## config.mk

```make
export PLATFORM = sky130hd
export DESIGN_NAME = tdm_demux
export DESIGN_NICKNAME = d
export VERILOG_FILES = /design/src/rtl/tdm_demux_pkg.sv /design/src/rtl/tdm_demux_slot_counter.sv /design/src/rtl/tdm_demux.sv
export SDC_FILE = /design/constraint.sdc
export NUM_CORES = 1
export LEC_CHECK = 0
export CORE_ASPECT_RATIO = 1.4
export CORE_MARGIN = 2
export CORE_UTILIZATION = 35
export CTS_CLUSTER_SIZE = 20
export DETAILED_ROUTE_END_ITERATION = 8
export MAX_ROUTING_LAYER = met4
export PLACE_DENSITY = 0.66
export SLEW_MARGIN = 40
export SYNTH_ARGS = -nofsm -noshare
export SYNTH_HDL_FRONTEND = slang
export SYNTH_SLANG_ARGS = --single-unit
```

## constraint.sdc

```tcl
create_clock -name clk -period 2.6 [get_ports clk]
set_input_delay 0.78 -clock clk [delete_from_list [all_inputs] [get_ports clk]]
set_output_delay 0.78 -clock clk [all_outputs]
set_load 0.005 [all_outputs]
```

## src/rtl/tdm_demux_pkg.sv

```systemverilog
// Shared definitions for the TDM link: receiver state encoding and slot-counter sizing.
package tdm_demux_pkg;

  typedef enum logic {
    ST_HUNT   = 1'b0,
    ST_LOCKED = 1'b1
  } state_e;

  function automatic int unsigned clog2(input int unsigned n);
    int unsigned r;
    int unsigned v;
    r = 0;
    v = (n > 0) ? n - 1 : 0;
    while (v > 0) begin
      r++;
      v = v >> 1;
    end
    return r;
  endfunction

  // Slot index needs at least one bit even for degenerate sizes.
  function automatic int unsigned slot_width(input int unsigned n);
    return (clog2(n) < 1) ? 1 : clog2(n);
  endfunction

endpackage

```

## src/rtl/tdm_demux_slot_counter.sv

```systemverilog
// Frame slot counter: clear, load to slot 1, or advance with explicit wrap at N_CH-1.
module tdm_slot_counter
  import tdm_demux_pkg::*;
#(
  parameter int unsigned N_CH = 4,
  localparam int unsigned SW = slot_width(N_CH)
) (
  input  logic          clk,
  input  logic          rst_n,
  input  logic          clr,
  input  logic          inc,
  input  logic          load1,
  output logic [SW-1:0] slot,
  output logic          at_last
);

  localparam logic [SW-1:0] LAST = SW'(N_CH - 1);

  always_ff @(posedge clk) begin
    if (!rst_n || clr) begin
      slot <= '0;
    end else if (load1) begin
      slot <= SW'(1);
    end else if (inc) begin
      slot <= (slot == LAST) ? '0 : slot + 1'b1;
    end
  end

  assign at_last = (slot == LAST);

endmodule

```

## src/rtl/tdm_demux.sv

```systemverilog
// TDM link receiver: locks to fsync-marked frames and steers each beat to its channel register.
module tdm_demux
  import tdm_demux_pkg::*;
#(
  parameter int unsigned N_CH = 4,
  parameter int unsigned W    = 8
) (
  input  logic              clk,
  input  logic              rst_n,
  input  logic [W-1:0]      din,
  input  logic              din_valid,
  input  logic              fsync,
  output logic [N_CH*W-1:0] ch_data,
  output logic [N_CH-1:0]   ch_valid,
  output logic              frame_done,
  output logic              locked,
  output logic              sync_err
);

  localparam int unsigned SW = slot_width(N_CH);

  state_e                   state;
  logic [SW-1:0]            slot;
  logic                     at_last;
  logic [N_CH-1:0][W-1:0]   bank;
  logic                     cnt_clr;
  logic                     cnt_inc;
  logic                     cnt_load1;

  // Any fsync beat is taken as slot 0, so the counter always restarts at 1 on it.
  always_comb begin
    cnt_clr   = 1'b0;
    cnt_inc   = 1'b0;
    cnt_load1 = 1'b0;
    if (din_valid) begin
      if (fsync) begin
        cnt_load1 = 1'b1;
      end else if (state == ST_LOCKED) begin
        if (slot == '0) cnt_clr = 1'b1;
        else            cnt_inc = 1'b1;
      end
    end
  end

  tdm_slot_counter #(.N_CH(N_CH)) u_slot (
    .clk     (clk),
    .rst_n   (rst_n),
    .clr     (cnt_clr),
    .inc     (cnt_inc),
    .load1   (cnt_load1),
    .slot    (slot),
    .at_last (at_last)
  );

  always_ff @(posedge clk) begin
    if (!rst_n) begin
      state      <= ST_HUNT;
      bank       <= '0;
      ch_valid   <= '0;
      frame_done <= 1'b0;
      locked     <= 1'b0;
      sync_err   <= 1'b0;
    end else begin
      ch_valid   <= '0;
      frame_done <= 1'b0;
      sync_err   <= 1'b0;
      if (din_valid) begin
        if (fsync) begin
          bank[0]  <= din;
          ch_valid <= N_CH'(1);
          state    <= ST_LOCKED;
          locked   <= 1'b1;
          if (state == ST_LOCKED && slot != '0) sync_err <= 1'b1;
        end else if (state == ST_LOCKED) begin
          if (slot == '0) begin
            sync_err <= 1'b1;
            state    <= ST_HUNT;
            locked   <= 1'b0;
          end else begin
            bank[slot]  <= din;
            ch_valid    <= N_CH'(1) << slot;
            frame_done  <= at_last;
          end
        end
      end
    end
  end

  assign ch_data = bank;

endmodule

```

==> impl_results.rst, run 1 <==
.. list-table::
   :header-rows: 1

   * - Metric
     - Value
   * - Critical Path Max Stage Delay
     - 520 ps
   * - Worst-skew pair later-pin latency
     - 300 ps
   * - Post-synthesis instance area
     - 1650 µm²
   * - Share of the core filled with cells in the final layout
     - 50.9%
   * - Peak Freq
     - 507 MHz
   * - Overall die width
     - 62.0 µm
   * - Leading cell types by total area after synthesis
     - dfxtp_1 51%, mux2i_1 15%, nand2_1 12%, ha_1 3.8%, a21boi_0 3.6%
   * - Setup TNS
     - 0 ps
   * - Final Worst Setup Slack
     - 626 ps
   * - Die footprint
     - 5280 µm²
   * - Buffer type at the clock tree root
     - clkbuf_8
   * - Critical path buffers and inverters
     - 1
   * - Synthesis-to-layout area growth
     - 39.9%
   * - Gpl congestion
     - 0.801
   * - Top Ports
     - 51
   * - Internal
     - 986 µW
   * - Sw Ratio
     - 22.4%
   * - Placement Setup Slack
     - 346 ps
   * - Initial core utilization
     - 36.4%
   * - Core Rows
     - 29
   * - Sequential cell area in the final layout
     - 841 µm²
   * - Result of the run
     - finished, final reports clean
   * - Area occupied by multi-input gates
     - 744 µm²
   * - Gates resized, CTS repair
     - 0
   * - Number of setup violations in the final report
     - 0
   * - Antenna violation net count after detailed routing
     - 0
   * - Largest fanout of any net on the critical path
     - 2
   * - Endpoint arrival time on the critical path
     - 1190 ps
   * - Number of H-tree branching levels
     - 2
   * - Post-synth top area share
     - 51.0%
   * - Reg clk slew, reported paths
     - 80 ps
   * - Worst setup EP type
     - output port
   * - Die span in y
     - 85.2 µm
   * - Overall Global Routing Usage
     - 15.0%
   * - Final Max Tran Viols
     - 0
   * - Yosys Warn Count
     - 0
   * - Inserted Clock Buffers
     - 5
   * - Post-layout minimum cycle time
     - 1970 ps
   * - Number of detailed-routing iterations run before antenna repair
     - 4
   * - Vias in the first global route
     - 1,224
   * - Buffers added on ports
     - 50
   * - Total Nets Final
     - 239
   * - Switching power of the nets
     - 284 µW
   * - Largest area contributor in the netlist
     - dfxtp_1
   * - Clock Skew
     - 7.34 ps
   * - Classification of the worst-slack hold path
     - register to register
   * - N_diodes
     - 0
   * - Syn_nets
     - 188
   * - Comb power frac
     - 7.1%
   * - Commonest cells after routing, fill and taps aside
     - 52 x nand2_1, 50 x clkdlybuf4s50_1, 42 x dfxtp_1
   * - Leading cell type in the layout, fill and taps excluded
     - nand2_1
   * - Number of design rule violations left after detail routing
     - 0
   * - Req. time, crit path
     - 1820 ps
   * - Final Cycle Share
     - 75.9%
   * - Relative slew margins
     - 77.0%
   * - Unrepaired setup endpoints after global routing
     - false
   * - Fill cells
     - 442
   * - Count of placed standard cells including taps
     - 277
   * - Clock Sink Count
     - 42
   * - CTS tree
     - done
   * - First-iteration detailed-routing DRC count
     - 47
   * - Estimated wirelength of the detail-placed design
     - 2.52 mm
   * - Sequential fraction of the synthesis area
     - 51.0%
   * - Number of antenna violations at the first check in global routing
     - 0
   * - Number of standard cells in the layout, taps in and fillers out
     - 285
   * - Slew @ Worst Pin
     - 344 ps
   * - Leakage power total
     - 0.996 nW
   * - # Post-CTS Setup Buffers
     - 0
   * - Pin count of the biggest net entering global routing
     - 50
   * - Number of vias in the routed layout
     - 1,307
   * - Wire per inst
     - 12.1 µm
   * - Distinct cells, synth
     - 24
   * - Final count of hold timing violations
     - 0
   * - Type of origin of the critical path
     - register
   * - Fraction of layout instances using a drive strength above 1
     - 6.28%
   * - Area of the core
     - 4540 µm²
   * - Sequential cell fraction of total power
     - 51.9%
   * - Number of max-capacitance violations reported
     - 0
   * - Power density relative to cell area
     - 551 nW/µm²
   * - Worst setup path class
     - register to output port
   * - Syn_area_per_cell
     - 9.64 µm²
   * - Via density
     - 4.59
   * - Number of hold-repair buffers added at the cts stage
     - 0
   * - Cells along the critical path
     - clkdlybuf4s50_1
   * - Worst hold slack after final layout
     - 459 ps
   * - Wire length of the first global-routing pass
     - 5.75 mm
   * - Number of buffers on the longest clock path
     - 2
   * - Critical-path top delay cell
     - clkdlybuf4s50_1
   * - Final WL
     - 3.46 mm
   * - Worst IR Drop VDD
     - 0.326 mV
   * - Family with the most delay on the worst path
     - buffers and inverters
   * - #FFs+latches synth
     - 42
   * - Cells after Synth
     - 171
   * - Global route total overflow
     - 0
   * - Part of the total power dissipated in the clock network
     - 41.0%
synthesized netlist by cell type, drive strengths merged:
library cell and instances:
nor2b 2, clkbuf 3, nand3 3, mux2i 25, dfxtp 42, nor3 1
buf 2, nand2 55, and4bb 2, o21ai 4, a21boi 8, and3 2
nand2b 2, nor4b 1, ha 5, nor2 3, inv 3, dlymetal6s2s 1
dlygate4sd1 1, and2 1, a21oi 5
power groups by stage:
stage	Sequential, mW	Combinational (mW)	Clock [mW]
after floorplan	0.675	0.0449	0
after global placement	0.675	0.0906	0
after detailed placement	0.675	0.0901	0
after CTS	0.660	0.0910	0.531
after global routing	0.662	0.100	0.565
final	0.660	0.0897	0.521
metal layers:
layer	vias to the layer above	part of all wire, %	global-route usage, %
li1	663	-	-
met1	597	45	18.2
met2	39	48	21.5
met3	8	4.1	4.42
met4	0	2.8	8.32
met5	-	0	-
cells by family after synthesis:
family,count (synthesis),synth area share (%)
AO/OA/AOI/OAI,17,6.37
flip-flops,42,51.0
AND/OR/NAND/NOR,72,19.8
adder cells (fa/ha/maj),5,3.79
buffers and inverters,10,3.87
multiplexers,25,15.2
path summary, 6_finish.rpt:
kind                        from     endpoint  slack (ps)  cells after the start
setup / recovery      ch_data[8]   ch_data[8]         630                      1
hold / removal       ch_data[11]  ch_data[11]         460                      2
setup reg to reg  u_slot.slot[0]  ch_data[28]         930                      5
hold reg to reg      ch_data[11]  ch_data[11]         460                      2
area by class of cell:
type	count	share of cell area (%)
clock inverter	3	1.90
tap	62	3.36
multi-input combinational	119	32.3
timing repair buffer	51	22.6
sequential	42	36.4
inverter	3	0.488
clock buffer	5	2.98
sequential cells by signal (all words and copies together) (netlist names):
register / flops
frame_done: 1
ch_data: 32
state: 1
u_slot.slot: 2
sync_err: 1
locked: 1
ch_valid: 4
through the flow:
step                      area (µm²)  power (mW)
after floorplan                 1650       0.720
after global placement          2190       0.766
after detailed placement        2190       0.765
after CTS                       2310        1.28
after global routing            2310        1.33
final                           2310        1.27
No activity file was read; power rests on OpenSTA's default activity.
==> run 2: changes to the inputs <==
Settings changed: PLACE_DENSITY 0.66 to 0.68.
Clock period 2.6 ns to 1.8 ns, I/O delays scaled along.
==> impl_results.rst, run 2 (synthesized netlist as in run 1, its figures left out) <==
.. list-table::
   :header-rows: 1

   * - Metric
     - Value
   * - Result of the run
     - finished, final reports clean
   * - Gpl congestion
     - 0.837 (+4.5%)
   * - R2r endpoint
     - ch_data[22]
   * - Total Nets Final
     - 243 (+1.7%)
   * - Via density
     - 4.52 (-1.5%)
   * - Number of max-capacitance violations reported
     - 0 (unchanged)
   * - Final WL
     - 3.52 mm (+1.8%)
   * - Req. time, crit path
     - 1260 ps (-560 ps)
   * - Type of origin of the critical path
     - register
   * - Synthesis-to-layout area growth
     - 42.1%
   * - Number of H-tree branching levels
     - 2 (unchanged)
   * - Flip-flop count of the largest register after layout
     - 32 (unchanged)
   * - Launching point of the worst reg2reg path
     - u_slot.slot[1]
   * - Critical path buffers and inverters
     - 1 (unchanged)
   * - Buffer type at the clock tree root
     - clkbuf_8
   * - Reg clk slew, reported paths
     - 80 ps (about the same)
   * - Final Max Tran Viols
     - 0 (unchanged)
   * - Critical Path Max Stage Delay
     - 510 ps (about the same)
   * - Die footprint
     - 5280 µm² (unchanged)
   * - Final count of hold timing violations
     - 0 (unchanged)
   * - Top Ports
     - 51 (unchanged)
   * - Gates resized, CTS repair
     - 0 (unchanged)
   * - Final Worst Setup Slack
     - 98.0 ps (-528 ps)
   * - Number of vias in the routed layout
     - 1,306 (-0.077%)
   * - Cells along the critical path
     - clkdlybuf4s50_1
   * - Worst hold slack after final layout
     - 460 ps (+1.19 ps)
   * - Worst hold path startpoint
     - ch_data[28]
   * - Final Cycle Share
     - 94.6%
   * - Largest fanout of any net on the critical path
     - 2 (unchanged)
   * - Switching power of the nets
     - 380 µW (+34%)
   * - Initial core utilization
     - 36.4% (unchanged)
   * - Number of detailed-routing iterations run before antenna repair
     - 4 (unchanged)
   * - N_diodes
     - 0 (unchanged)
   * - Global route total overflow
     - 0 (unchanged)
   * - Worst setup EP type
     - output port
   * - Power density relative to cell area
     - 774 nW/µm² (+41%)
   * - Placement Setup Slack
     - -52.6 ps (-398 ps)
   * - Unrepaired setup endpoints after global routing
     - false
   * - Number of setup violations in the final report
     - 0 (unchanged)
   * - Internal
     - 1.43 mW (+45%)
   * - Number of hold-repair buffers added at the cts stage
     - 0 (unchanged)
   * - Estimated wirelength of the detail-placed design
     - 2.58 mm (+2.3%)
   * - Number of design rule violations left after detail routing
     - 0 (unchanged)
   * - Fin area
     - 2340 µm² (+1.6%)
   * - Wire per inst
     - 12.2 µm (+0.38%)
   * - Clock Skew
     - 4.76 ps (-2.58 ps)
   * - Relative slew margins
     - 80.8% (+3.8 points)
   * - Peak Freq
     - 588 MHz
   * - Number of antenna violations at the first check in global routing
     - 0 (unchanged)
   * - Post-layout minimum cycle time
     - 1700 ps
   * - Overall die width
     - 62.0 µm (unchanged)
   * - # Post-CTS Setup Buffers
     - 0 (unchanged)
   * - Inserted Clock Buffers
     - 5 (unchanged)
   * - Part of the total power dissipated in the clock network
     - 39.6% (-1.4 points)
   * - Worst setup path class
     - register to output port
   * - Cell area after placement
     - 2240 µm² (+1.9%)
   * - Die span in y
     - 85.2 µm (unchanged)
   * - Commonest cells after routing, fill and taps aside
     - 52 x nand2_1, 50 x clkdlybuf4s50_1, 42 x dfxtp_1
   * - Comb power frac
     - 7.9% (+0.8 points)
   * - Sw Ratio
     - 21.0% (-1.4 points)
   * - CTS tree
     - done
   * - Area of the core
     - 4540 µm² (unchanged)
   * - Family with the most delay on the worst path
     - buffers and inverters
   * - Vias in the first global route
     - 1,182 (-3.4%)
   * - Clock Sink Count
     - 42 (unchanged)
   * - Critical-path top delay cell
     - clkdlybuf4s50_1
   * - Leakage power total
     - 1.01 nW (+1.8%)
   * - Pin count of the biggest net entering global routing
     - 50 (unchanged)
   * - Antenna violation net count after detailed routing
     - 0 (unchanged)
   * - First-iteration detailed-routing DRC count
     - 51 (+8.5%)
   * - Hold Path Stages
     - 2 (unchanged)
   * - Slew @ Worst Pin
     - 286 ps (-57.8 ps)
   * - Overall Global Routing Usage
     - 14.8% (-0.16 points)
   * - Length in cells of the worst reg-to-reg path
     - 5 (unchanged)
   * - Core Rows
     - 29 (unchanged)
   * - Classification of the worst-slack hold path
     - register to register
   * - Fill cells
     - 428 (-3.2%)
   * - Wire length of the first global-routing pass
     - 5.72 mm (-0.47%)
   * - Number of buffers on the longest clock path
     - 2 (unchanged)
   * - Fraction of layout instances using a drive strength above 1
     - 7.05% (+0.77 points)
   * - Setup slack of the most critical reg-to-reg path
     - 150 ps (-780 ps)
   * - Worst IR Drop VDD
     - 0.412 mV (+26%)
   * - Buffers added on ports
     - 50 (unchanged)
   * - Leading cell type in the layout, fill and taps excluded
     - nand2_1
   * - Worst-skew pair later-pin latency
     - 290 ps (about the same)
   * - Sequential cell fraction of total power
     - 52.5% (+0.6 points)
   * - Terminating pin of the worst hold path
     - ch_data[28]
   * - Endpoint arrival time on the critical path
     - 1160 ps (-30 ps)
   * - Total Power
     - 1.81 mW (+43%)
run 2: power groups by stage:
stage	clock network, mW	logic, mW	registers [mW]
after global routing	0.775	0.158	0.954
after global placement	0	0.143	0.973
final	0.719	0.143	0.951
after detailed placement	0	0.144	0.973
after CTS	0.735	0.145	0.952
after floorplan	0	0.0649	0.974
run 2: area by class of cell:
class / count / area (µm²) / share of cell area (%)
clock inverters: 1 / 30.0 / 1.28
repair buffers: 55 / 563 / 24.0
inverters: 3 / 11.3 / 0.481
flip-flops and latches: 42 / 841 / 35.9
well taps: 62 / 77.6 / 3.31
multi-input cells: 119 / 744 / 31.8
clock buffers: 7 / 76.3 / 3.26
run 2: worst max path at each step:
stage	depth (start not counted)	from	endpoint	slack, ps
floorplan	5	u_slot.slot[0]	ch_data[24]	310
global placement	4	fsync	ch_data[22]	-40
detailed placement	4	fsync	ch_data[18]	-50
CTS	1	ch_data[13]	ch_data[13]	90
global route	5	u_slot.slot[1]	ch_data[25]	8
finish	1	ch_data[13]	ch_data[13]	100
run 2: per-layer routing:
metal	global-route usage, %	up-vias	share of wire, %
met5	-	-	0
met4	5.80	0	1.8
met3	2.74	5	4.3
met2	23.2	37	51
met1	18.3	589	43
li1	-	675	-
run 2: metrics by stage:
stage | TNS, ps | cells | utilization [%]
2_1_floorplan | 0 | 171 | -
3_3_place_gp | -364 | 281 | 49.3
3_5_place_dp | -958 | 281 | 49.3
4_1_cts | 0 | 289 | 51.7
5_1_grt | 0 | 289 | 51.7
6_report | 0 | 289 | 51.7
==> run 3: changes to the inputs <==
Settings changed: CTS_BUF_LIST set to sky130_fd_sc_hd__clkbuf_8.
==> impl_results.rst, run 3 (synthesized netlist as in run 1, its figures left out) <==
.. list-table::
   :header-rows: 1

   * - Metric
     - Value
   * - Largest fanout of any net on the critical path
     - 2 (unchanged)
   * - R2r endpoint
     - ch_data[22]
   * - Peak Freq
     - 588 MHz (about the same)
   * - Wire per inst
     - 12.2 µm (+0.14%)
   * - Gates resized, CTS repair
     - 0 (unchanged)
   * - Final Cycle Share
     - 94.5% (about the same)
   * - Number of H-tree branching levels
     - 2 (unchanged)
   * - Critical-path top delay cell
     - clkdlybuf4s50_1
   * - Estimated wirelength of the detail-placed design
     - 2.58 mm (unchanged)
   * - GRT busiest layer
     - met2
   * - Slew @ Worst Pin
     - 287 ps (+0.155 ps)
   * - Antenna violation net count after detailed routing
     - 0 (unchanged)
   * - CP Depth
     - 1 (unchanged)
   * - Die footprint
     - 5280 µm² (unchanged)
   * - Fill cells
     - 428 (unchanged)
   * - Final WL
     - 3.52 mm (+0.14%)
   * - Met1 usage in global routing
     - 18.3% (unchanged)
   * - Length in cells of the worst reg-to-reg path
     - 5 (unchanged)
   * - Number of buffers on the longest clock path
     - 2 (unchanged)
   * - Total Power
     - 1.80 mW (-0.60%)
   * - Met3 Track Usage GR
     - 2.74% (unchanged)
   * - Leakage power total
     - 1.02 nW (+0.82%)
   * - Classification of the worst-slack hold path
     - register to register
   * - Critical path buffers and inverters
     - 1 (unchanged)
   * - Worst setup EP type
     - output port
   * - Number of design rule violations left after detail routing
     - 0 (unchanged)
   * - Critical Path Max Stage Delay
     - 510 ps (about the same)
   * - Gpl congestion
     - 0.837 (unchanged)
   * - Worst IR Drop VDD
     - 0.412 mV (about the same)
   * - Fraction of layout instances using a drive strength above 1
     - 7.05% (unchanged)
   * - # Post-CTS Setup Buffers
     - 0 (unchanged)
   * - Reg clk slew, reported paths
     - 80 ps (about the same)
   * - Cells along the critical path
     - clkdlybuf4s50_1
   * - Power density relative to cell area
     - 769 nW/µm² (-0.60%)
   * - Launching point of the worst reg2reg path
     - u_slot.slot[1]
   * - Worst setup path end
     - ch_data[13]
   * - Global route total overflow
     - 0 (unchanged)
   * - Met2 demand-to-capacity share in global routing
     - 23.2% (unchanged)
   * - Setup slack of the most critical reg-to-reg path
     - 150 ps (about the same)
   * - Synthesis-to-layout area growth
     - 42.1% (unchanged)
   * - Wire length of the first global-routing pass
     - 5.72 mm (unchanged)
   * - CTS tree
     - done
   * - Number of antenna violations at the first check in global routing
     - 0 (unchanged)
   * - First-iteration detailed-routing DRC count
     - 51 (unchanged)
   * - Endpoint arrival time on the critical path
     - 1160 ps (about the same)
   * - Vias in the first global route
     - 1,182 (unchanged)
   * - Post-layout minimum cycle time
     - 1700 ps (-1.09 ps)
   * - Via density
     - 4.52 (about the same)
   * - Number of detailed-routing iterations run before antenna repair
     - 4 (unchanged)
   * - Final count of hold timing violations
     - 0 (unchanged)
   * - Clock Sink Count
     - 42 (unchanged)
   * - Count of placed standard cells including taps
     - 281 (unchanged)
   * - Buffers added on ports
     - 50 (unchanged)
   * - Initial core utilization
     - 36.4% (unchanged)
   * - Area of the core
     - 4540 µm² (unchanged)
   * - Overall Global Routing Usage
     - 14.8% (unchanged)
   * - Leading cell type in the layout, fill and taps excluded
     - nand2_1
   * - N_diodes
     - 0 (unchanged)
   * - Die span in y
     - 85.2 µm (unchanged)
   * - Family with the most delay on the worst path
     - buffers and inverters
   * - Inserted Clock Buffers
     - 5 (unchanged)
   * - Number of hold-repair buffers added at the cts stage
     - 0 (unchanged)
   * - Unrepaired setup endpoints after global routing
     - false
   * - Number of max-capacitance violations reported
     - 0 (unchanged)
   * - Relative slew margins
     - 80.8% (about the same)
   * - Worst hold slack after final layout
     - 460 ps (unchanged)
   * - Commonest cells after routing, fill and taps aside
     - 52 x nand2_1, 50 x clkdlybuf4s50_1, 42 x dfxtp_1
   * - Final Worst Setup Slack
     - 99.1 ps (+1.09 ps)
   * - Type of origin of the critical path
     - register
   * - Top Ports
     - 51 (unchanged)
   * - Number of vias in the routed layout
     - 1,305 (-0.077%)
   * - Number of standard cells in the layout, taps in and fillers out
     - 289 (unchanged)
   * - Placement Setup Slack
     - -52.6 ps (unchanged)
   * - Pin count of the biggest net entering global routing
     - 50 (unchanged)
   * - Result of the run
     - finished, final reports clean
   * - Buffer type at the clock tree root
     - clkbuf_8
   * - Final Max Tran Viols
     - 0 (unchanged)
   * - Flip-flop count of the largest register after layout
     - 32 (unchanged)
   * - Core Rows
     - 29 (unchanged)
   * - Launch point of the worst path
     - ch_data[13]
   * - Req. time, crit path
     - 1260 ps (about the same)
   * - Worst setup path class
     - register to output port
   * - Worst-skew pair later-pin latency
     - 290 ps (about the same)
   * - Number of setup violations in the final report
     - 0 (unchanged)
   * - Clock Skew
     - 5.01 ps (+0.246 ps)
   * - Share of the core filled with cells in the final layout
     - 51.7% (unchanged)
   * - Overall die width
     - 62.0 µm (unchanged)
   * - Total Nets Final
     - 243 (unchanged)
[run 3: area by class of cell]
type                       count  area, µm²  area share (%)
sequential                    42        841            35.9
multi-input combinational    119        744            31.8
timing repair buffer          55        563            24.0
tap                           62       77.6            3.31
clock buffer                   5       68.8            2.94
clock inverter                 3       37.5            1.60
inverter                       3       11.3           0.481
[run 3: metal layers]
layer  share of wire, %  vias to the layer above
li1                   -                      674
met1                 43                      589
met2                 51                       37
met3                4.3                        5
met4                1.8                        0
met5                  0                        -
[run 3: where the power goes]
| group | internal (mW) | switching, mW |
|---|---|---|
| Sequential | 0.942 | 0.00909 |
| Combinational | 0.0759 | 0.0675 |
| Clock | 0.404 | 0.304 |
[run 3: tightest hold or removal path, delay by kind of cell, from the launching register on]
family | cells | cell delay (ps)
DFF | 1 | 310
muxes | 1 | 50
and+or+nand+nor | 1 | 50
[run 3: worst min-delay path by stage]
stage / start / cells after the start / endpoint / slack, ps
floorplan: u_slot.slot[1] / 1 / ch_valid[1] / 440
global placement: ch_data[28] / 2 / ch_data[28] / 450
detailed placement: ch_data[28] / 2 / ch_data[28] / 450
CTS: ch_data[28] / 2 / ch_data[28] / 460
global route: ch_data[28] / 2 / ch_data[28] / 480
finish: ch_data[28] / 2 / ch_data[28] / 460
[run 3: through the flow]
step	instance area (µm²)	TNS (ps)
CTS	2340	0
finish	2340	0
detailed placement	2240	-958
global route	2340	0
global placement	2240	-364
floorplan	1650	0
